[src/rtl/exp_3x3_ker_write_cont_pkg.sv]
// Shared constants, FSM encoding and address helper for the EXPAND 3x3 kernel write path.
// Latency: n/a (declarations only).
// Backpressure: n/a.
package exp_3x3_ker_write_cont_pkg;

  localparam int EXP3_DATA_W     = 72;   // nine 8-bit weights per kernel word
  localparam int EXP3_HALF_DEPTH = 64;   // words per ping-pong half
  localparam int EXP3_L1_BASE    = 0;
  localparam int EXP3_L2_BASE    = 64;
  localparam int EXP3_ADDR_W     = 7;
  localparam int EXP3_WCNT_W     = 6;
  localparam int EXP3_LCNT_W     = 7;

  typedef enum logic [1:0] {
    ST_IDLE      = 2'd0,
    ST_FILL      = 2'd1,
    ST_WAIT_FREE = 2'd2,
    ST_DONE      = 2'd3
  } exp3_state_e;

  // Base of the selected half plus the word offset; halves never overlap because
  // the offset is only 6 bits wide.
  function automatic logic [EXP3_ADDR_W-1:0] exp3_wr_addr(input logic half,
                                                          input logic [EXP3_WCNT_W-1:0] wcnt);
    logic [EXP3_ADDR_W-1:0] base;
    base = half ? EXP3_ADDR_W'(EXP3_L2_BASE) : EXP3_ADDR_W'(EXP3_L1_BASE);
    return base | {1'b0, wcnt};
  endfunction

endpackage

[src/rtl/exp_3x3_ker_write_cont_if.sv]
// Kernel-word stream from the kernel load path into the write controller.
// Latency: n/a (wires only).
// Backpressure: valid/ready; a word moves on a cycle where both are high.
interface exp_3x3_ker_write_cont_if
  import exp_3x3_ker_write_cont_pkg::*;
#(
  parameter int DATA_W = EXP3_DATA_W
) ();

  logic [DATA_W-1:0] ker_data_i;
  logic              ker_valid_i;
  logic              ker_ready_o;

  modport master (output ker_data_i, output ker_valid_i, input  ker_ready_o);
  modport slave  (input  ker_data_i, input  ker_valid_i, output ker_ready_o);

endinterface

[src/rtl/exp_3x3_ker_write_cont_layer_flag.sv]
// Per-half "layer ready" flag: set when a layer is committed, cleared when the reader is done.
// Latency: 1 cycle from set/done/clear input to flag output.
// Backpressure: none; a done pulse while the flag is low is ignored.
module exp_3x3_layer_flag (
  input  logic clk_i,
  input  logic rst_n_i,
  input  logic clr_all_i,
  input  logic set_i,
  input  logic done_i,
  output logic ready_o
);

  logic ready_d;
  logic ready_q;

  // Next flag value: global clear wins, then set, then reader done.
  always_comb begin
    ready_d = ready_q;
    if (clr_all_i) begin
      ready_d = 1'b0;
    end else if (set_i) begin
      ready_d = 1'b1;
    end else if (done_i) begin
      ready_d = 1'b0;
    end
  end

  // Flag register.
  always_ff @(posedge clk_i or negedge rst_n_i) begin
    if (!rst_n_i) begin
      ready_q <= 1'b0;
    end else begin
      ready_q <= ready_d;
    end
  end

  assign ready_o = ready_q;

endmodule

[src/rtl/exp_3x3_ker_write_cont.sv]
// Fills the two halves of the EXPAND 3x3 kernel RAM alternately from a kernel-word stream.
// Latency: accepted word appears on the RAM write port 1 cycle later; ready flag 1 cycle after that.
// Backpressure: ker_ready_o drops while the target half still holds an unconsumed layer or when done.
module exp_3x3_ker_write_cont
  import exp_3x3_ker_write_cont_pkg::*;
#(
  parameter int DATA_W = EXP3_DATA_W
) (
  input  logic                   clk_i,
  input  logic                   rst_n_i,
  input  logic                   start_i,
  input  logic [EXP3_WCNT_W-1:0] words_per_layer_i,
  input  logic [EXP3_LCNT_W-1:0] layer_count_i,
  exp_3x3_ker_write_cont_if.slave ker_if,
  output logic                   exp_3x3_ram_wr_en_o,
  output logic [EXP3_ADDR_W-1:0] exp_3x3_ram_wr_addr_o,
  output logic [DATA_W-1:0]      exp_3x3_ram_wr_data_o,
  output logic                   layer_1_ready_o,
  input  logic                   layer_1_done_i,
  output logic                   layer_2_ready_o,
  input  logic                   layer_2_done_i,
  output logic                   load_done_o
);

  exp3_state_e            state_d,     state_q;
  logic                   go_d,        go_q;
  logic                   half_d,      half_q;
  logic [EXP3_WCNT_W-1:0] word_cnt_d,  word_cnt_q;
  logic [EXP3_LCNT_W-1:0] layer_cnt_d, layer_cnt_q;
  logic                   wr_en_d,     wr_en_q;
  logic [EXP3_ADDR_W-1:0] wr_addr_d,   wr_addr_q;
  logic [DATA_W-1:0]      wr_data_d,   wr_data_q;
  logic                   wr_last_d,   wr_last_q;
  logic                   wr_final_d,  wr_final_q;
  logic                   load_done_d, load_done_q;

  logic l1_rdy;
  logic l2_rdy;
  logic l1_set;
  logic l2_set;
  logic tgt_ready;
  logic nxt_ready;
  logic ker_ready;
  logic accept;
  logic word_last;
  logic layer_last;

  assign tgt_ready  = half_q ? l2_rdy : l1_rdy;
  assign nxt_ready  = half_q ? l1_rdy : l2_rdy;
  assign ker_ready  = (state_q == ST_FILL) && !tgt_ready;
  assign accept     = ker_if.ker_valid_i && ker_ready;
  assign word_last  = (word_cnt_q == words_per_layer_i);
  assign layer_last = (layer_cnt_q == layer_count_i);

  // A half becomes readable only after its last word has actually been written.
  assign l1_set = wr_en_q && wr_last_q && !wr_addr_q[EXP3_ADDR_W-1];
  assign l2_set = wr_en_q && wr_last_q &&  wr_addr_q[EXP3_ADDR_W-1];

  // FSM, counters and write-stage next state; start_i overrides everything.
  always_comb begin
    state_d     = state_q;
    go_d        = 1'b0;
    half_d      = half_q;
    word_cnt_d  = word_cnt_q;
    layer_cnt_d = layer_cnt_q;
    wr_en_d     = 1'b0;
    wr_addr_d   = wr_addr_q;
    wr_data_d   = wr_data_q;
    wr_last_d   = 1'b0;
    wr_final_d  = 1'b0;
    load_done_d = load_done_q || (wr_en_q && wr_final_q);

    case (state_q)
      ST_IDLE: begin
        if (go_q) begin
          state_d = ST_FILL;
        end
      end
      ST_FILL: begin
        if (accept) begin
          wr_en_d   = 1'b1;
          wr_addr_d = exp3_wr_addr(half_q, word_cnt_q);
          wr_data_d = ker_if.ker_data_i;
          if (word_last) begin
            wr_last_d  = 1'b1;
            word_cnt_d = '0;
            if (layer_last) begin
              wr_final_d = 1'b1;
              state_d    = ST_DONE;
            end else begin
              layer_cnt_d = layer_cnt_q + 1'b1;
              half_d      = !half_q;
              if (nxt_ready) begin
                state_d = ST_WAIT_FREE;
              end
            end
          end else begin
            word_cnt_d = word_cnt_q + 1'b1;
          end
        end
      end
      ST_WAIT_FREE: begin
        if (!tgt_ready) begin
          state_d = ST_FILL;
        end
      end
      ST_DONE: begin
        state_d = ST_DONE;
      end
      default: begin
        state_d = ST_IDLE;
      end
    endcase

    if (start_i) begin
      state_d     = ST_IDLE;
      go_d        = 1'b1;
      half_d      = 1'b0;
      word_cnt_d  = '0;
      layer_cnt_d = '0;
      wr_en_d     = 1'b0;
      wr_addr_d   = '0;
      wr_data_d   = '0;
      wr_last_d   = 1'b0;
      wr_final_d  = 1'b0;
      load_done_d = 1'b0;
    end
  end

  // State and write-stage registers.
  always_ff @(posedge clk_i or negedge rst_n_i) begin
    if (!rst_n_i) begin
      state_q     <= ST_IDLE;
      go_q        <= 1'b0;
      half_q      <= 1'b0;
      word_cnt_q  <= '0;
      layer_cnt_q <= '0;
      wr_en_q     <= 1'b0;
      wr_addr_q   <= '0;
      wr_data_q   <= '0;
      wr_last_q   <= 1'b0;
      wr_final_q  <= 1'b0;
      load_done_q <= 1'b0;
    end else begin
      state_q     <= state_d;
      go_q        <= go_d;
      half_q      <= half_d;
      word_cnt_q  <= word_cnt_d;
      layer_cnt_q <= layer_cnt_d;
      wr_en_q     <= wr_en_d;
      wr_addr_q   <= wr_addr_d;
      wr_data_q   <= wr_data_d;
      wr_last_q   <= wr_last_d;
      wr_final_q  <= wr_final_d;
      load_done_q <= load_done_d;
    end
  end

  exp_3x3_layer_flag u_flag_l1 (
    .clk_i     (clk_i),
    .rst_n_i   (rst_n_i),
    .clr_all_i (start_i),
    .set_i     (l1_set),
    .done_i    (layer_1_done_i),
    .ready_o   (l1_rdy)
  );

  exp_3x3_layer_flag u_flag_l2 (
    .clk_i     (clk_i),
    .rst_n_i   (rst_n_i),
    .clr_all_i (start_i),
    .set_i     (l2_set),
    .done_i    (layer_2_done_i),
    .ready_o   (l2_rdy)
  );

  assign ker_if.ker_ready_o    = ker_ready;
  assign exp_3x3_ram_wr_en_o   = wr_en_q;
  assign exp_3x3_ram_wr_addr_o = wr_addr_q;
  assign exp_3x3_ram_wr_data_o = wr_data_q;
  assign layer_1_ready_o       = l1_rdy;
  assign layer_2_ready_o       = l2_rdy;
  assign load_done_o           = load_done_q;

endmodule

[src/flat_wrapper.sv]
// flat-port wrapper written by rule: the top's interface ports become plain ports
module exp_3x3_ker_write_cont_flat import exp_3x3_ker_write_cont_pkg::*;
#(
  parameter int DATA_W = EXP3_DATA_W
)
  (clk_i, rst_n_i, start_i, words_per_layer_i, layer_count_i, exp_3x3_ram_wr_en_o, exp_3x3_ram_wr_addr_o, exp_3x3_ram_wr_data_o, layer_1_ready_o, layer_1_done_i, layer_2_ready_o, layer_2_done_i, load_done_o, ker_if_ker_data_i, ker_if_ker_valid_i, ker_if_ker_ready_o);
  exp_3x3_ker_write_cont_if #(.DATA_W(DATA_W)) ker_if_i ();
  input  logic clk_i;
  input  logic rst_n_i;
  input  logic start_i;
  input  logic [EXP3_WCNT_W-1:0] words_per_layer_i;
  input  logic [EXP3_LCNT_W-1:0] layer_count_i;
  output logic exp_3x3_ram_wr_en_o;
  output logic [EXP3_ADDR_W-1:0] exp_3x3_ram_wr_addr_o;
  output logic [DATA_W-1:0] exp_3x3_ram_wr_data_o;
  output logic layer_1_ready_o;
  input  logic layer_1_done_i;
  output logic layer_2_ready_o;
  input  logic layer_2_done_i;
  output logic load_done_o;
  input wire logic [$bits(ker_if_i.ker_data_i)-1:0] ker_if_ker_data_i;
  input wire logic [$bits(ker_if_i.ker_valid_i)-1:0] ker_if_ker_valid_i;
  output wire logic [$bits(ker_if_i.ker_ready_o)-1:0] ker_if_ker_ready_o;
  assign ker_if_i.ker_data_i = ker_if_ker_data_i;
  assign ker_if_i.ker_valid_i = ker_if_ker_valid_i;
  assign ker_if_ker_ready_o = ker_if_i.ker_ready_o;
  exp_3x3_ker_write_cont #(.DATA_W(DATA_W)) u_core (.clk_i(clk_i), .rst_n_i(rst_n_i), .start_i(start_i), .words_per_layer_i(words_per_layer_i), .layer_count_i(layer_count_i), .ker_if(ker_if_i), .exp_3x3_ram_wr_en_o(exp_3x3_ram_wr_en_o), .exp_3x3_ram_wr_addr_o(exp_3x3_ram_wr_addr_o), .exp_3x3_ram_wr_data_o(exp_3x3_ram_wr_data_o), .layer_1_ready_o(layer_1_ready_o), .layer_1_done_i(layer_1_done_i), .layer_2_ready_o(layer_2_ready_o), .layer_2_done_i(layer_2_done_i), .load_done_o(load_done_o));
endmodule
[config.mk]
export PLATFORM = sky130hd
export DESIGN_NAME = exp_3x3_ker_write_cont_flat
export DESIGN_NICKNAME = d
export VERILOG_FILES = /design/src/rtl/exp_3x3_ker_write_cont_pkg.sv /design/src/rtl/exp_3x3_ker_write_cont_if.sv /design/src/rtl/exp_3x3_ker_write_cont_layer_flag.sv /design/src/rtl/exp_3x3_ker_write_cont.sv /design/src/flat_wrapper.sv
export SDC_FILE = /design/constraint.sdc
export NUM_CORES = 1
export LEC_CHECK = 0
export ABC_CLOCK_PERIOD_IN_PS = 4900
export BUFFER_PORTS_ARGS = -buffer_cell sky130_fd_sc_hd__buf_2
export CAP_MARGIN = 20
export CORE_ASPECT_RATIO = 2
export CORE_MARGIN = 2
export CORE_UTILIZATION = 45
export CTS_CLUSTER_DIAMETER = 120
export DETAILED_ROUTE_END_ITERATION = 6
export PLACE_DENSITY = 0.75
export REMOVE_ABC_BUFFERS = 1
export SYNTH_ARGS = -nofsm -noshare
export SYNTH_HDL_FRONTEND = slang
export SYNTH_SLANG_ARGS = --single-unit
export TNS_END_PERCENT = 10
[constraint.sdc]
create_clock -name clk_i -period 4.9 [get_ports clk_i]
set_clock_uncertainty 0.15 [all_clocks]
set_input_delay 0.49 -clock clk_i [delete_from_list [all_inputs] [get_ports clk_i]]
set_output_delay 0.49 -clock clk_i [all_outputs]
set_load 0.02 [all_outputs]
Word-level counts from Yosys, hierarchy flattened --
Cells that the tools add are included.
Cells by class: muxes and demuxes 51, eq/ne operators 11, bitwise logic cells 1, add/sub/neg operators 2, reduce and logical (&&, ||, !) cells 19
Operator list (count):
- 72-bit two-way mux | 3
- 7-bit two-way mux | 9
- 1-bit two-way mux | 27
- 6-bit two-way mux | 4
- 2-bit two-way mux | 7
- 3-bit by 2-bit != test with 1-bit output, second input constant | 3
- 2-bit one-hot mux with 4 select lines | 1
- 7-bit by 1-bit adder with 7-bit output, second input constant | 1
- 7-bit == test | 1
- 7-bit by 6-bit bitwise OR with 7-bit output | 1
- 6-bit by 1-bit adder with 6-bit output, second input constant | 1
- 6-bit == test | 1
- 1-bit logical AND | 6
- 2-bit nonzero test | 3
- 3-bit nonzero test | 2
- 5-bit AND reduction | 1
- 2-bit == test, second input constant | 2
- 4-bit by 2-bit != test with 1-bit output, second input constant | 1
- 4-bit AND reduction | 1
- 1-bit logical NOT | 3
- 3-bit != test, second input constant | 1
- 2-bit by 1-bit == test with 1-bit output, second input constant | 1
- 2-bit logical NOT | 1
- 2-bit != test, second input constant | 1
- 2 further kinds | 2
Storage, ports and cells: bits of input ports 91, flip-flop bits (word level) 102, word-level logic and storage cells 97, output and inout port bits 84

Logic depth before layout (Yosys ltp) --
depth after elaboration 7, gate-level depth with buffers 7, depth with buffers taken out 5

By module --
Synthesis repeated with hierarchy kept, for this count alone.
Unflattened totals: cells, all modules 479, area total of the unflattened synthesis 4428.0 µm²
Modules (own cells, without submodules):
- exp_3x3_ker_write_cont | seq. area each 2502.4 µm², times used 1, cells an instance 471, area an instance 4340.4 µm²
- exp_3x3_layer_flag | seq. area each 25.0 µm², times used 2, cells an instance 4, area an instance 43.8 µm²

Least setup slack after synthesis --
OpenSTA, ideal clock, no wires.
kind input to register, start input port words_per_layer_i[2], end register u_core.layer_cnt_q[6], setup slack 2950 ps, setup time 119 ps, arrival 1681 ps, buffers on the path 1, stages on the path 6, data required time 4631 ps, path through xor2_1 > nor4_4 > nand3_1 > buf_2 > o31a_1 > o21a_1
On the way: longest elaborated chain between the ends 3
RTL lines:
- from (decl) | line flat_wrapper.sv:11 | input logic [EXP3_WCNT_W-1:0] words_per_layer_i;
- 6-bit == test | line exp_3x3_ker_write_cont.sv:52 | assign word_last = (word_cnt_q == words_per_layer_i);
- 2-bit nonzero test (no source line)
- 4-bit AND reduction (no source line)
- to (signal assigned) | line exp_3x3_ker_write_cont.sv:149 | layer_cnt_q <= layer_cnt_d;
- to (decl) | line exp_3x3_ker_write_cont.sv:29 | logic [EXP3_LCNT_W-1:0] layer_cnt_d, layer_cnt_q;
No other way between the ends. A chain may end at the register's enable or synchronous reset.

Worst setup path in the final report --
start register u_core.half_q, end register u_core.layer_cnt_q[2]
On the way: longest elaborated chain between the ends 6
RTL lines:
- from (decl) | line exp_3x3_ker_write_cont.sv:27 | logic half_d, half_q;
- from (signal assigned) | line exp_3x3_ker_write_cont.sv:147 | half_q <= half_d;
- 1-bit two-way mux | line exp_3x3_ker_write_cont.sv:48 | assign tgt_ready = half_q ? l2_rdy : l1_rdy;
- 1-bit logical NOT | line exp_3x3_ker_write_cont.sv:50 | assign ker_ready = (state_q == ST_FILL) && !tgt_ready;
- 1-bit logical AND | line exp_3x3_ker_write_cont.sv:50
- 1-bit logical AND | line exp_3x3_ker_write_cont.sv:51 | assign accept = ker_if.ker_valid_i && ker_ready;
- 2-bit nonzero test (no source line)
- 4-bit AND reduction (no source line)
No other way between the ends.

==> impl_metrics.json <==
{
  "outcome": "finished, final reports clean",
  "post-route-drc-count": 0,
  "final.period_utilization": 0.5629,
  "worst_setup_hold_path_clk_slew_ns": 0.07,
  "detailed_place.area_mm2": 0.005321,
  "asyncSetResetFlopFracSynth": 1.000,
  "number_of_hold_violations_in_the_final_report": 0,
  "detailroute.via_count": 3872,
  "synth_cell_types": 42,
  "layout.cell_area.non_filler_mm2": 0.005618,
  "finalNonFillerCells": 769,
  "crit-reg2reg-capture": "u_core.layer_cnt_q[2]",
  "top_ports": 175,
  "power_density_mw_per_mm2": 317.6,
  "reg2regPathDepth": 6,
  "reg2reg_setup_slack_ns": 2.14,
  "mostFrequentLayoutCells": "sky130_fd_sc_hd__buf_2, sky130_fd_sc_hd__nand2_1, sky130_fd_sc_hd__dfrtp_1",
  "die_h_um": 143.7,
  "cp_data_required_time_ns": 4.98,
  "route.final.wire_length_mm": 11.28,
  "antenna_found_initial": 0,
  "yosysSeqAreaShare": 0.5817,
  "floorplan.core_area_mm2": 0.009635,
  "initial_standard_cell_utilization_of_the_core": 0.4554,
  "dp_worst_setup_slack_ns": 2.153,
  "critPathMaxFanout": 83,
  "worst_skew_pair.late_latency_ns": 0.34,
  "post_cts_hold_fix_bufs": 0,
  "worst_hold_path_type": "input port to asynchronous set/reset pin",
  "portBuffers": 174,
  "slew_headroom": 0.4122,
  "layout.core_utilization": 0.5830,
  "fp.dieW_um": 73.83,
  "critical_path_end": "u_core.layer_cnt_q[2]",
  "route.antenna.remaining_nets": 0,
  "max_cap_viol_count": 0,
  "tightestPinTransition_ns": 0.8817,
  "cts_buffer_depth": 2,
  "ff_latch_area_mm2": 0.002552,
  "timing.rr.start": "u_core.half_q",
  "avgRoutedWirePerCell_um": 14.67,
  "placement_rows": 51,
  "drt-pass1-iter-count": 4,
  "min_period_ns": 2.758,
  "global_route_wire_length_before_repair_mm": 17.57,
  "grt_overflow_total": 0,
  "cp_data_arrival_time_ns": 2.83,
  "tritoncts": "yes",
  "grt_pass1_vias": 3742,
  "placedCellCount": 753,
  "ir_drop_v": 0.0002601,
  "syn-instance-count": 475,
  "maximum_number_of_pins_on_one_net_before_global_route_repair": 84,
  "synth.ff_latch_count": 102,
  "end_kind": "flop",
  "final.setup.tns_ns": 0,
  "tritoncts.num_buffers": 9,
  "drive_gt1_frac": 0.3140,
  "worstSetupStartpointType": "flop",
  "fin_nets": 725,
  "static-leakage-power_uw": 0.002860,
  "insertedDiodeCount": 0,
  "detailedPlacementHpwl_mm": 7.941,
  "gr-usage-all-layers": 0.2148,
  "synth_enable_flop_cells": 0,
  "synth.cell_area_mm2": 0.004388,
  "clock_tree.root_cell": "sky130_fd_sc_hd__clkbuf_16",
  "syn_avg_cell_area_um2": 9.238,
  "setup_slack_ns": 2.142,
  "ctsResizeCount": 0,
  "drtIter0Drc": 224,
  "ys.warnings.count": 0,
  "rsz0062_at_grt": "no",
  "clock-sinks": 102,
  "cts_max_level": 3,
  "crit_path_class": "flop to flop",
  "gp_congestion": 0.9447,
  "ys_dominant_reg_cell": "sky130_fd_sc_hd__dfrtp_1",
  "drv_slew": 0,
  "timing.final.setup_violations": 0,
  "multiInputGateArea_mm2": 0.001693,
  "post_cts_buffers": 0,
  "area_growth_pct": 28.03,
  "crit_start": "u_core.half_q",
  "die_area_mm2": 0.01061,
  "avgViaCountPerCell": 5.035,
  "filler_cell_count": 864,
  "fmax_mhz": 362.6,
  "layout.cells.most_common": "sky130_fd_sc_hd__buf_2"
}
synthesized netlist by cell type (all sizes together), types with 2 or more instances:
library cell	number	area, um2
a21o	2	15.01
nor4	3	33.78
nor3	2	10.01
clkbuf	17	63.81
nand3b	2	15.01
or4	2	15.01
and3	3	18.77
xor2	10	87.58
and4	2	17.52
xnor2	3	26.28
nand4b	3	26.28
o21ai	6	30.03
nor2	9	33.78
buf	15	72.57
a21oi	88	440.4
nand2b	2	12.51
nand3	8	40.04
a211o	3	26.28
nor3b	2	15.01
o22ai	2	12.51
or3	2	12.51
dfrtp	102	2552
and2	2	12.51
o31ai	2	15.01
mux2	3	33.78
nand2	164	615.6
inv	2	7.510
ha	2	25.02
routing by layer:
metal / share of wire / up-vias / wire, um / global-route usage
met5: 0 / - / 0 / 0
met3: 0.045 / 29 / 513 / 0.04698
met4: 0.035 / 0 / 392 / 0.1005
met1: 0.37 / 1835 / 4213 / 0.2506
met2: 0.55 / 114 / 6162 / 0.3661
li1: - / 1894 / - / -
flip-flops by register name, summed over array words and instances, names as in the netlist:
signal	flops
u_core.exp_3x3_ram_wr_addr_o	7
u_core.exp_3x3_ram_wr_data_o	72
u_core.exp_3x3_ram_wr_en_o	1
u_core.go_q	1
u_core.half_q	1
u_core.layer_cnt_q	7
u_core.load_done_o	1
u_core.state_q	2
u_core.u_flag_l1.ready_o	1
u_core.u_flag_l2.ready_o	1
u_core.word_cnt_q	6
u_core.wr_final_q	1
u_core.wr_last_q	1
layout make-up:
type / count / area share
clock buffers: 10 / 0.04076
clock inverters: 6 / 0.01203
inverters: 2 / 0.001336
multi-input cells: 339 / 0.3013
flip-flops and latches: 102 / 0.4543
well taps: 132 / 0.02940
repair buffers: 178 / 0.1608
through the flow:
step / hold WS [ns] / total power, uW
2_1_floorplan: 0.04441 / 984.6
4_1_cts: 0.07236 / 1808
6_report: 0.04733 / 1784
5_1_grt: 0.1050 / 1862
3_3_place_gp: 0.3224 / 1091
3_5_place_dp: 0.3476 / 1096
worst min-delay path by stage:
| stage | slack, ns | endpoint | startpoint |
|---|---|---|---|
| 6_report | 0.05 | u_core.exp_3x3_ram_wr_data_o[34] | rst_n_i |
| 5_1_grt | 0.10 | u_core.exp_3x3_ram_wr_data_o[34] | rst_n_i |
| 4_1_cts | 0.07 | u_core.exp_3x3_ram_wr_data_o[36] | rst_n_i |
| 3_5_place_dp | 0.35 | u_core.load_done_o | u_core.wr_final_q |
| 3_3_place_gp | 0.32 | u_core.load_done_o | u_core.wr_final_q |
| 2_1_floorplan | 0.04 | u_core.exp_3x3_ram_wr_addr_o[0] | rst_n_i |
critical path: stages, from the launching register on:
cell and delay, ns:
sky130_fd_sc_hd__dfrtp_1 0.42, sky130_fd_sc_hd__mux2i_1 0.37, sky130_fd_sc_hd__and4b_2 0.31, sky130_fd_sc_hd__buf_4 0.66
sky130_fd_sc_hd__and3_1 0.34, sky130_fd_sc_hd__nand3_1 0.10, sky130_fd_sc_hd__mux2_2 0.29
power by group:
part | internal, uW | switching, uW | total [uW] | leakage (uW)
Combinational | 67.2 | 127 | 195 | 0.00132
Sequential | 867 | 14.9 | 882 | 0.00140
Clock | 399 | 309 | 708 | 0.000139
Total | 1330 | 451 | 1780 | 0.00286
kinds of logic (layout without fill, tap and decap cells):
logic type / Yosys count / count (layout) / synth area share
AOI/OAI and AO/OA: 109 / 109 / 0.1352
buffers and inverters: 34 / 196 / 0.03279
xor gates and xnor gates: 13 / 13 / 0.02595
adders and majority gates: 2 / 2 / 0.005702
and+or+nand+nor: 211 / 211 / 0.2087
muxes: 4 / 4 / 0.009980
DFF: 102 / 102 / 0.5817
Power figures use the tool's default switching activity.
